<file path="src/rtl/alu_arbiter.sv">
// Two-requester round-robin front end for one shared combinational ALU; grant counters with ALU_ARB_STATS_EN.
// Latency: accept in cycle N, response valid in cycle N+2; one op in flight, 3 cycles minimum per op.
// Backpressure: result held until owner's rsp_ready; both request readies stay low outside IDLE.
module alu_arbiter #(
  parameter int CNT_W = 16
) (
  input  logic             clk,
  input  logic             rst_n,
`ifdef ALU_ARB_STATS_EN
  output logic [CNT_W-1:0] grant0_cnt,
  output logic [CNT_W-1:0] grant1_cnt,
`endif
  input  logic             req0_valid,
  output logic             req0_ready,
  input  logic [31:0]      req0_a,
  input  logic [31:0]      req0_b,
  input  logic [3:0]       req0_op,
  input  logic             req1_valid,
  output logic             req1_ready,
  input  logic [31:0]      req1_a,
  input  logic [31:0]      req1_b,
  input  logic [3:0]       req1_op,
  output logic             rsp0_valid,
  input  logic             rsp0_ready,
  output logic [31:0]      rsp0_result,
  output logic             rsp0_err,
  output logic             rsp1_valid,
  input  logic             rsp1_ready,
  output logic [31:0]      rsp1_result,
  output logic             rsp1_err,
  output logic [31:0]      alu_in1,
  output logic [31:0]      alu_in2,
  output logic [3:0]       alu_sel,
  input  logic [31:0]      alu_result
);

  typedef enum logic [1:0] {IDLE, EXEC, RESP} state_t;

  typedef struct packed {
    logic [31:0] a;
    logic [31:0] b;
    logic [3:0]  op;
  } alu_op_t;

  if (CNT_W < 1) begin : g_bad_cnt_w
    $error("alu_arbiter: CNT_W must be at least 1");
  end

  state_t      state_q, state_d;
  alu_op_t     op_q;
  logic        owner_q;
  logic        prio_q;   // 1: requester 1 wins a tie
  logic [31:0] result_q;
  logic        err_q;
  logic        gnt0, gnt1;
  logic        supported;

  always_comb begin
    state_d = state_q;
    gnt0    = 1'b0;
    gnt1    = 1'b0;
    unique case (state_q)
      IDLE: begin
        if (req0_valid && (!req1_valid || !prio_q)) gnt0 = 1'b1;
        else if (req1_valid)                        gnt1 = 1'b1;
        if (gnt0 || gnt1) state_d = EXEC;
      end
      EXEC: state_d = RESP;
      RESP: begin
        if (owner_q ? rsp1_ready : rsp0_ready) state_d = IDLE;
      end
      default: state_d = IDLE;
    endcase
  end

  assign supported = op_q.op inside {4'b0000, 4'b0001, 4'b0010, 4'b0110, 4'b0111};

  always_ff @(posedge clk or negedge rst_n) begin
    if (!rst_n) begin
      state_q  <= IDLE;
      op_q     <= '0;
      owner_q  <= 1'b0;
      prio_q   <= 1'b0;
      result_q <= '0;
      err_q    <= 1'b0;
    end else begin
      state_q <= state_d;
      if (gnt0 || gnt1) begin
        op_q    <= gnt1 ? '{a: req1_a, b: req1_b, op: req1_op}
                        : '{a: req0_a, b: req0_b, op: req0_op};
        owner_q <= gnt1;
        prio_q  <= gnt0;
      end
      if (state_q == EXEC) begin
        result_q <= supported ? alu_result : 32'h0;
        err_q    <= !supported;
      end
    end
  end

  // Readies are gated by reset so nothing is offered while rst_n is held low.
  assign req0_ready  = rst_n & gnt0;
  assign req1_ready  = rst_n & gnt1;
  assign rsp0_valid  = (state_q == RESP) & ~owner_q;
  assign rsp1_valid  = (state_q == RESP) & owner_q;
  assign rsp0_result = result_q;
  assign rsp1_result = result_q;
  assign rsp0_err    = err_q;
  assign rsp1_err    = err_q;
  assign alu_in1     = op_q.a;
  assign alu_in2     = op_q.b;
  assign alu_sel     = op_q.op;

`ifdef ALU_ARB_STATS_EN
  logic [CNT_W-1:0] cnt0_q, cnt1_q;

  always_ff @(posedge clk or negedge rst_n) begin
    if (!rst_n) begin
      cnt0_q <= '0;
      cnt1_q <= '0;
    end else begin
      if (gnt0 && cnt0_q != '1) cnt0_q <= cnt0_q + 1'b1;
      if (gnt1 && cnt1_q != '1) cnt1_q <= cnt1_q + 1'b1;
    end
  end

  assign grant0_cnt = cnt0_q;
  assign grant1_cnt = cnt1_q;
`endif

endmodule

</file>
<file path="config.mk">
export PLATFORM = sky130hd
export DESIGN_NAME = alu_arbiter
export DESIGN_NICKNAME = d
export VERILOG_FILES = /design/src/rtl/alu_arbiter.sv
export SDC_FILE = /design/constraint.sdc
export NUM_CORES = 1
export LEC_CHECK = 0
export CELL_PAD_IN_SITES_DETAIL_PLACEMENT = 1
export CELL_PAD_IN_SITES_GLOBAL_PLACEMENT = 1
export CORE_UTILIZATION = 25
export CTS_BUF_LIST = sky130_fd_sc_hd__clkbuf_4
export DETAILED_ROUTE_END_ITERATION = 6
export GPL_ROUTABILITY_DRIVEN = 0
export PLACE_DENSITY_LB_ADDON = 0.25
export SLEW_MARGIN = 20
export SYNTH_ARGS = -nofsm -noshare
export SYNTH_HDL_FRONTEND = slang
export SYNTH_SLANG_ARGS = --single-unit
export TNS_END_PERCENT = 1
</file>
<file path="constraint.sdc">
create_clock -name clk -period 1.6 [get_ports clk]
set_clock_uncertainty 0.2 [all_clocks]
set_input_delay 0.16 -clock clk [delete_from_list [all_inputs] [get_ports clk]]
set_output_delay 0.16 -clock clk [all_outputs]
set_load 0.005 [all_outputs]
</file>
==> impl_metrics.py, run 1 <==
metrics = {
    "grt": {
        "overflow": 0,
        "groute.usage.overall_pct": 20.0,
        "grt_pass1_vias": 5899,
        "maximum_number_of_pins_on_one_net_before_global_route_repair": 86,
        "wire_length_of_the_first_global_routing_pass_mm": 34.0,
        "grt_antenna_before_repair": 4,
    },
    "final_layout": {
        "finish.utilization_pct": 42.9,
        "multi_input_comb_area_sq_um": 2120,
        "area_growth_pct": 67.9,
        "layout-drive-gt1-share_pct": 15.3,
        "total_of_fill_cells_in_the_finished_design": 2332,
        "finish.net_count": 982,
        "layout_commonest_cell": "sky130_fd_sc_hd__clkdlybuf4s50_1",
        "final_cell_mix": "171 x sky130_fd_sc_hd__clkdlybuf4s50_1, 104 x sky130_fd_sc_hd__dfrtp_1, 76 x sky130_fd_sc_hd__dlygate4sd2_1, 71 x sky130_fd_sc_hd__inv_1, 68 x sky130_fd_sc_hd__nand4_1",
        "regArea_sq_um": 2630,
        "post-route-cell-area_sq_um": 9010,
    },
    "sta": {
        "maxClockFrequency_mhz": 532,
        "hold-worst-slack_ns": 0.0546,
        "fin_crit_ns": 1.88,
        "transition_time_of_the_tightest_slew_check_pin_ns": 0.848,
        "finalSetupViolations": 106,
        "max_slew_margin_pct": 43.5,
        "fin_crit_sh_pct": 117,
        "final-max-slew-violation-count": 0,
        "timing_hold_violations_final": 0,
        "final_critical_path_setup_slack_ns": -0.279,
        "rsz0062_at_grt": "yes",
    },
    "placement": {
        "placement.cell_area_sq_um": 8710,
        "post-place-ws_ns": -0.343,
        "detailedPlacementHpwl_mm": 15.7,
        "placement.io_buffers": 311,
    },
    "yosys": {
        "ys_seq_area_share_pct": 49.0,
        "synth_area_per_cell_sq_um": 10.2,
        "mappedNetlistArea_sq_um": 5360,
        "synth_warnings": 0,
        "yosysUniqueCellTypes": 28,
        "synth_cells": 528,
        "net_count_synth": 702,
        "synth_seq_cells": 105,
    },
    "routing": {
        "top_signal_layer_used": "met4",
        "wire_per_inst_um": 20.2,
        "dr.first_iter.drc_count": 170,
        "detailroute.wirelength.met3_mm": 1.82,
        "drt_wl_total_mm": 22.1,
        "detailedRoute.firstPassIterationCount": 4,
        "vias_per_cell": 5.07,
        "drt-met1-wl_mm": 8.92,
        "route.vias.total": 5541,
        "final_antenna_net_count": 0,
        "detail_route.drc_violations": 0,
        "routed-wl-met2_mm": 10.8,
    },
    "critical_path": {
        "crit_slowest_cell": "sky130_fd_sc_hd__dfrtp_1",
        "critical-path-max-stage-delay_ns": 0.42,
        "timing.critical_path.arrival_ns": 1.52,
        "setup.worst_path.start_class": "flip-flop",
        "crit_required_ns": 1.24,
        "kind_of_cell_adding_the_most_delay_to_the_critical_path": "simple AND/OR/NAND/NOR gates",
        "critical_path_type": "reg2out",
        "timing.critical_path.cells": "buf_6, nor2_4, and3_4, and2_4, buf_6",
        "crit_path_max_fanout": 3,
        "endpoint_kind": "output port",
        "crit_top_cell": "sky130_fd_sc_hd__buf_6",
        "worst-path-buf-inv": 2,
    },
    "outcome": {
        "failing_checks": "setup timing",
        "status": "complete, but fails checks",
    },
    "die": {
        "total_die_area_sq_um": 22000,
        "die_h_um": 148,
        "initial_utilization_pct": 25.5,
        "fp-row-count": 53,
        "die_width_um": 148,
        "pin_count": 312,
        "core_sq_um": 21000,
    },
    "pwr": {
        "finalPower_mw": 14.2,
        "p_leak_nw": 3.97,
        "switching_share_pct": 40.2,
        "combinationalPowerShare_pct": 57.5,
        "peakVddDrop_uv": 599,
        "share_of_power_burned_in_registers_pct": 32.5,
        "power_report.internal_total_mw": 8.50,
        "switchingPower_mw": 5.72,
        "power_density_nw_per_um2": 1580,
        "clkPwrFrac_pct": 10.0,
    },
    "cts": {
        "clock_pin_slew_worst_setup_and_hold_paths_ns": 0.16,
        "cts.path.max_buffers": 2,
        "cts_num_sinks": 105,
        "cts_htree_levels": 3,
        "clk-insertion-delay-late_ns": 0.46,
        "cts_buffers": 9,
        "clock_tree_from_tritoncts": "built",
        "root_buffer": "sky130_fd_sc_hd__clkbuf_4",
    },
    "flow_run": {
        "cap_violations": 0,
    },
    "hold_path": {
        "min-delay-path-class": "in2reg",
    },
}
## metrics by stage
step | std cells | setup TNS (ns)
floorplan | 528 | -5.60
detailed placement | 1061 | -24.26
CTS | 1086 | -15.94
global placement | 1061 | -19.00
global route | 1091 | -25.87
finish | 1092 | -17.70
## metal layers
layer / track usage, % / vias up
met4: 7.58 / 0
li1: - / 2499
met1: 24.0 / 2750
met3: 5.21 / 30
met2: 33.9 / 262
met5: 0 / -
## synthesized netlist by cell type
master	instances	share of area, %
sky130_fd_sc_hd__a2111oi_4	1	0.51
sky130_fd_sc_hd__a21o_1	1	0.14
sky130_fd_sc_hd__a21oi_1	2	0.19
sky130_fd_sc_hd__a22o_1	32	5.2
sky130_fd_sc_hd__a31oi_1	1	0.12
sky130_fd_sc_hd__and2_1	1	0.12
sky130_fd_sc_hd__and3_1	1	0.12
sky130_fd_sc_hd__and3b_1	1	0.16
sky130_fd_sc_hd__buf_1	1	0.070
sky130_fd_sc_hd__buf_2	11	1.0
sky130_fd_sc_hd__buf_4	33	4.6
sky130_fd_sc_hd__buf_6	4	0.84
sky130_fd_sc_hd__clkbuf_1	42	2.9
sky130_fd_sc_hd__clkbuf_2	1	0.093
sky130_fd_sc_hd__dfrtp_1	105	49
sky130_fd_sc_hd__inv_1	72	5.0
sky130_fd_sc_hd__mux2_2	1	0.21
sky130_fd_sc_hd__nand2_1	3	0.21
sky130_fd_sc_hd__nand2b_1	3	0.35
sky130_fd_sc_hd__nand4_1	68	7.9
sky130_fd_sc_hd__nor2_1	4	0.28
sky130_fd_sc_hd__nor2_4	1	0.21
sky130_fd_sc_hd__o21ai_0	64	6.0
sky130_fd_sc_hd__o21ai_1	5	0.47
sky130_fd_sc_hd__o21ai_2	1	0.16
sky130_fd_sc_hd__o311ai_1	48	7.8
sky130_fd_sc_hd__o311ai_2	20	6.1
sky130_fd_sc_hd__or2_1	1	0.12
## power groups by stage
stage	clock network [mW]	registers [mW]	logic, mW
after CTS	1.52	4.60	7.84
after global placement	0	4.64	8.20
after floorplan	0	4.64	3.76
after detailed placement	0	4.69	8.44
final	1.42	4.62	8.18
after global routing	1.61	4.78	8.89
## logic make-up (layout without fill, tap and decap cells)
| family | Yosys count | in the layout | share of synthesized area (%) |
|---|---|---|---|
| compound gates | 175 | 175 | 26.7 |
| other cells | 0 | 4 | 0 |
| simple gates | 83 | 83 | 9.49 |
| flops | 105 | 105 | 49.0 |
| buf+inv | 164 | 449 | 14.6 |
| mux | 1 | 1 | 0.210 |
## worst reg2reg max path, stage by stage, from the launching register on
cell and delay, ns:
sky130_fd_sc_hd__dfrtp_1 0.42, sky130_fd_sc_hd__buf_6 0.12, sky130_fd_sc_hd__nor2_4 0.11, sky130_fd_sc_hd__buf_4 0.12, sky130_fd_sc_hd__buf_6 0.09, sky130_fd_sc_hd__buf_6 0.10
sky130_fd_sc_hd__o21ai_4 0.08, sky130_fd_sc_hd__buf_12 0.18, sky130_fd_sc_hd__o311ai_1 0.30
## cell type report
class	count	share of cell area, %
flip-flops and latches	105	29.2
inverters	72	3.00
clock inverters	6	0.653
diodes	4	0.111
repair buffers	361	38.9
clock buffers	10	0.833
well taps	275	3.82
multi-input cells	259	23.5
## flip-flops by register name, summed over array words and instances (netlist names)
register,count
state_q,2
alu_in2,32
prio_q,1
rsp0_err,1
alu_sel,4
rsp0_result,32
alu_in1,32
owner_q,1
## timing repair
action                     4_1_cts  5_1_grt
hold buffers                     5        0
buffers inserted                 4        2
setup endpoints to repair      240      158
pin swaps                       18       14
gates resized for setup        214       81
hold endpoints to repair       119        0
## worst paths after layout
check,from,endpoint,slack (ns),depth (start not counted)
max,state_q[0]$_DFFE_PN0P_,req1_ready,-0.28,5
min,req0_b[23],alu_in2[23]$_DFFE_PN0P_,0.05,3
max reg2reg,state_q[0]$_DFFE_PN0P_,alu_in1[3]$_DFFE_PN0P_,-0.22,8
min reg2reg,alu_in2[23]$_DFFE_PN0P_,alu_in2[23]$_DFFE_PN0P_,0.32,2
max in group asynchronous,rst_n,alu_sel[3]$_DFFE_PN0P_,0.27,3
min in group asynchronous,rst_n,alu_in2[15]$_DFFE_PN0P_,0.08,3
Note: power is estimated with default switching activity, not from simulation.
==> run 2: changes to the inputs <==
--- a/config.mk
+++ b/config.mk
@@ -5,6 +5,7 @@
 export SDC_FILE = /design/constraint.sdc
 export NUM_CORES = 1
 export LEC_CHECK = 0
+export CAP_MARGIN = 10
 export CELL_PAD_IN_SITES_DETAIL_PLACEMENT = 1
 export CELL_PAD_IN_SITES_GLOBAL_PLACEMENT = 1
 export CORE_UTILIZATION = 25
==> results of run 2 <==
The final DEF is identical to that of run 1; final timing and power are the same.
==> run 3: changes to the inputs <==
--- a/config.mk
+++ b/config.mk
@@ -5,10 +5,11 @@
 export SDC_FILE = /design/constraint.sdc
 export NUM_CORES = 1
 export LEC_CHECK = 0
+export ABC_AREA = 1
 export CAP_MARGIN = 10
 export CELL_PAD_IN_SITES_DETAIL_PLACEMENT = 1
 export CELL_PAD_IN_SITES_GLOBAL_PLACEMENT = 1
-export CORE_UTILIZATION = 25
+export CORE_UTILIZATION = 24
 export CTS_BUF_LIST = sky130_fd_sc_hd__clkbuf_4
 export DETAILED_ROUTE_END_ITERATION = 6
 export GPL_ROUTABILITY_DRIVEN = 0
==> run 3 against run 2 <==
Against the previous run: the run still ends with setup timing left; global-route usage is 1.3 points lower; sequential cell count stayed put; critical path depth stayed put; non-clock buffer count is 18 higher; first-iteration DRC count is 5.9% higher; critical path type unchanged; via count is 12% higher; highest routed layer unchanged; register-to-register slack better by 0.07 ns; maximum frequency is 4.3% higher; die area is 10% higher.
==> impl_metrics.py, run 3 <==
metrics = {
    "pwr": {
        "power_density_nw_per_um2": 1530,
        "power_report.internal_total_mw": 8.76,
        "clkPwrFrac_pct": 9.7,
        "share_of_power_burned_in_registers_pct": 32.4,
        "switchingPower_mw": 6.08,
        "combinationalPowerShare_pct": 57.8,
        "peakVddDrop_uv": 474,
        "p_leak_nw": 5.29,
        "switching_share_pct": 41.0,
        "finalPower_mw": 14.8,
    },
    "routing": {
        "vias_per_cell": 4.36,
        "wire_per_inst_um": 16.1,
        "route.vias.total": 6206,
        "dr.first_iter.drc_count": 180,
        "final_antenna_net_count": 0,
        "drt_wl_total_mm": 23.0,
        "detail_route.drc_violations": 0,
        "detailedRoute.firstPassIterationCount": 4,
    },
    "placement": {
        "post-place-ws_ns": -0.230,
        "placement.cell_area_sq_um": 9030,
        "placement.io_buffers": 311,
        "detailedPlacementHpwl_mm": 15.3,
    },
    "sta": {
        "fin_crit_ns": 1.80,
        "timing_hold_violations_final": 0,
        "final_critical_path_setup_slack_ns": -0.202,
        "final-max-slew-violation-count": 0,
        "transition_time_of_the_tightest_slew_check_pin_ns": 0.614,
        "rsz0062_at_grt": "yes",
        "finalSetupViolations": 72,
        "max_slew_margin_pct": 59.1,
        "fin_crit_sh_pct": 113,
        "maxClockFrequency_mhz": 555,
    },
    "critical_path": {
        "timing.critical_path.arrival_ns": 1.44,
        "crit_required_ns": 1.24,
        "setup.worst_path.start_class": "flip-flop",
        "worst-r2r-cell-count": 8,
        "critical-path-max-stage-delay_ns": 0.44,
        "setup.reg_to_reg.worst_slack_ns": -0.15,
        "critical_path_type": "reg2out",
        "endpoint_kind": "output port",
        "crit_slowest_cell": "sky130_fd_sc_hd__dfrtp_1",
        "r2r_end": "alu_in2[14]$_DFFE_PN0P_",
        "kind_of_cell_adding_the_most_delay_to_the_critical_path": "flip-flops",
        "timing.critical_path.cells": "nor2_4, buf_6, nand3_4, nor2_2, buf_2",
        "crit_path_max_fanout": 3,
        "timing.rr.start": "state_q[0]$_DFFE_PN0P_",
        "worst-path-buf-inv": 2,
    },
    "yosys": {
        "yosys.area.top_type_share_pct": 46.2,
        "synth_seq_cells": 105,
        "synth_enable_flop_cells": 0,
        "yosysUniqueCellTypes": 20,
        "mappedNetlistArea_sq_um": 5680,
        "synth_compound_gate_area_share_pct": 0.308,
        "postSynth.asyncResetShare_pct": 100,
        "post_synth_mux_area_share_pct": 0,
        "synthTopCellsByCount": "311 x sky130_fd_sc_hd__nand2_1, 145 x sky130_fd_sc_hd__inv_1, 105 x sky130_fd_sc_hd__dfrtp_1, 68 x sky130_fd_sc_hd__nand3_1, 68 x sky130_fd_sc_hd__nand4_1",
        "synth_top_family_by_area": "simple AND/OR/NAND/NOR gates",
        "post-synth-top-area-cell": "sky130_fd_sc_hd__dfrtp_1",
        "ys_seq_area_share_pct": 46.2,
        "post_synth_main_area_contributors": "sky130_fd_sc_hd__dfrtp_1 46%, sky130_fd_sc_hd__nand2_1 21%, sky130_fd_sc_hd__inv_1 9.6%",
        "post-synth-top-count-cell": "sky130_fd_sc_hd__nand2_1",
        "yosys.area_share.xor_xnor_pct": 0,
        "synth_area_per_cell_sq_um": 7.13,
        "synth_flop_cell": "sky130_fd_sc_hd__dfrtp_1",
        "net_count_synth": 971,
        "post_synth_and_or_nand_nor_area_fraction_pct": 35.5,
        "synth_warnings": 0,
        "adder_cell_area_share_of_the_yosys_netlist_pct": 0,
        "synth_cells": 797,
    },
    "flow_run": {
        "cap_violations": 0,
    },
    "final_layout": {
        "finish.net_count": 1278,
        "final_cell_mix": "303 x sky130_fd_sc_hd__nand2_1, 171 x sky130_fd_sc_hd__clkdlybuf4s50_1, 144 x sky130_fd_sc_hd__inv_1, 105 x sky130_fd_sc_hd__dfrtp_1, 94 x sky130_fd_sc_hd__dlygate4sd2_1",
        "post-route-cell-area_sq_um": 9720,
        "area_growth_pct": 71.0,
        "finish.utilization_pct": 42.4,
        "layout-drive-gt1-share_pct": 8.57,
        "layout_commonest_cell": "sky130_fd_sc_hd__nand2_1",
    },
    "cts": {
        "cts.path.max_buffers": 2,
        "cts_buffers": 9,
        "cts_htree_levels": 3,
        "clock_tree_from_tritoncts": "built",
        "root_buffer": "sky130_fd_sc_hd__clkbuf_4",
        "cts_num_sinks": 105,
        "clock_pin_slew_worst_setup_and_hold_paths_ns": 0.17,
        "clk-insertion-delay-late_ns": 0.45,
    },
    "die": {
        "total_die_area_sq_um": 24300,
        "fp-row-count": 55,
        "die_h_um": 156,
        "initial_utilization_pct": 24.8,
        "die_width_um": 156,
        "core_sq_um": 22900,
        "pin_count": 312,
    },
    "grt": {
        "grt_util_met2_pct": 32.2,
        "grt_antenna_before_repair": 1,
        "grt_pass1_vias": 6308,
        "use_met3_pct": 4.44,
        "globalRouteMet1Util_pct": 23.1,
        "maximum_number_of_pins_on_one_net_before_global_route_repair": 106,
        "groute.usage.overall_pct": 18.6,
        "overflow": 0,
        "globalRoute.busiestLayer": "met2",
        "wire_length_of_the_first_global_routing_pass_mm": 35.1,
    },
    "outcome": {
        "failing_checks": "setup timing",
        "status": "complete, but fails checks",
    },
    "hold_path": {
        "min_to": "rsp0_result[28]$_DFFE_PN0N_",
        "min-delay-path-class": "in2reg",
        "hp-start": "alu_result[28]",
        "min_path_cells": 3,
    },
}
==> run 3: through the flow <==
step	hold slack (ns)	cells	setup TNS, ns
2_1_floorplan	-0.336	797	0
3_3_place_gp	0.175	1363	-11.34
3_5_place_dp	0.179	1363	-12.14
4_1_cts	0.00232	1413	-17.60
5_1_grt	0.0183	1424	-18.41
6_report	0.0520	1424	-7.75
==> run 3: power by group through the flow <==
stage               Sequential [mW]  Clock [mW]  Combinational (mW)
global placement               4.89           0                8.54
finish                         4.81        1.44                8.58
detailed placement             4.92           0                8.67
floorplan                      4.90           0                3.68
CTS                            4.81        1.54                7.87
global route                   5.02        1.63                9.51
==> run 3: repair_timing <==
item | CTS | global route
gates cloned | 0 | 8
setup buffers | 5 | 2
resized for setup | 179 | 60
hold buffers | 29 | 0
setup endpoints to repair | 242 | 137
pin swaps | 3 | 20
hold endpoints to repair | 133 | 0
==> run 3: routing by layer <==
metal	up-vias	share of wire [%]
li1	3011	-
met1	2956	43
met2	222	48
met3	17	7.1
met4	0	1.4
met5	-	0
==> run 3: worst register-to-register path, cell delays in order (launching register included) <==
cell and delay (ns):
sky130_fd_sc_hd__dfrtp_1 0.45, sky130_fd_sc_hd__buf_6 0.14, sky130_fd_sc_hd__buf_6 0.11, sky130_fd_sc_hd__nor3_4 0.21, sky130_fd_sc_hd__buf_6 0.15, sky130_fd_sc_hd__buf_12 0.14, sky130_fd_sc_hd__clkbuf_16 0.16, sky130_fd_sc_hd__nand3_1 0.08
sky130_fd_sc_hd__nand2_1 0.06
==> run 3: cell families after synthesis <==
logic type             Yosys count
AND/OR/NAND/NOR                460
AO/OA/AOI/OAI                    3
flip-flops                     105
buffers and inverters          229
==> run 3: area by class of cell <==
class / instances / area (sq um)
Fill cell: 2807 / 13200
Multi-Input combinational cell: 463 / 2150
Antenna cell: 2 / 5.00
Clock inverter: 5 / 56.3
Sequential cell: 105 / 2630
Inverter: 146 / 553
Timing Repair Buffer: 379 / 3860
Tap cell: 313 / 392
Clock buffer: 11 / 82.6
==> run 3: how the worst max path moves through the flow <==
stage,start,to,depth (start not counted)
CTS,state_q[0]$_DFFE_PN0P_,req1_ready,5
finish,state_q[1]$_DFFE_PN0P_,req1_ready,5
global route,state_q[0]$_DFFE_PN0P_,req1_ready,5
detailed placement,state_q[0]$_DFFE_PN0P_,alu_in2[7]$_DFFE_PN0P_,5
floorplan,state_q[1]$_DFFE_PN0P_,alu_in2[13]$_DFFE_PN0P_,7
global placement,req0_valid,req0_ready,6
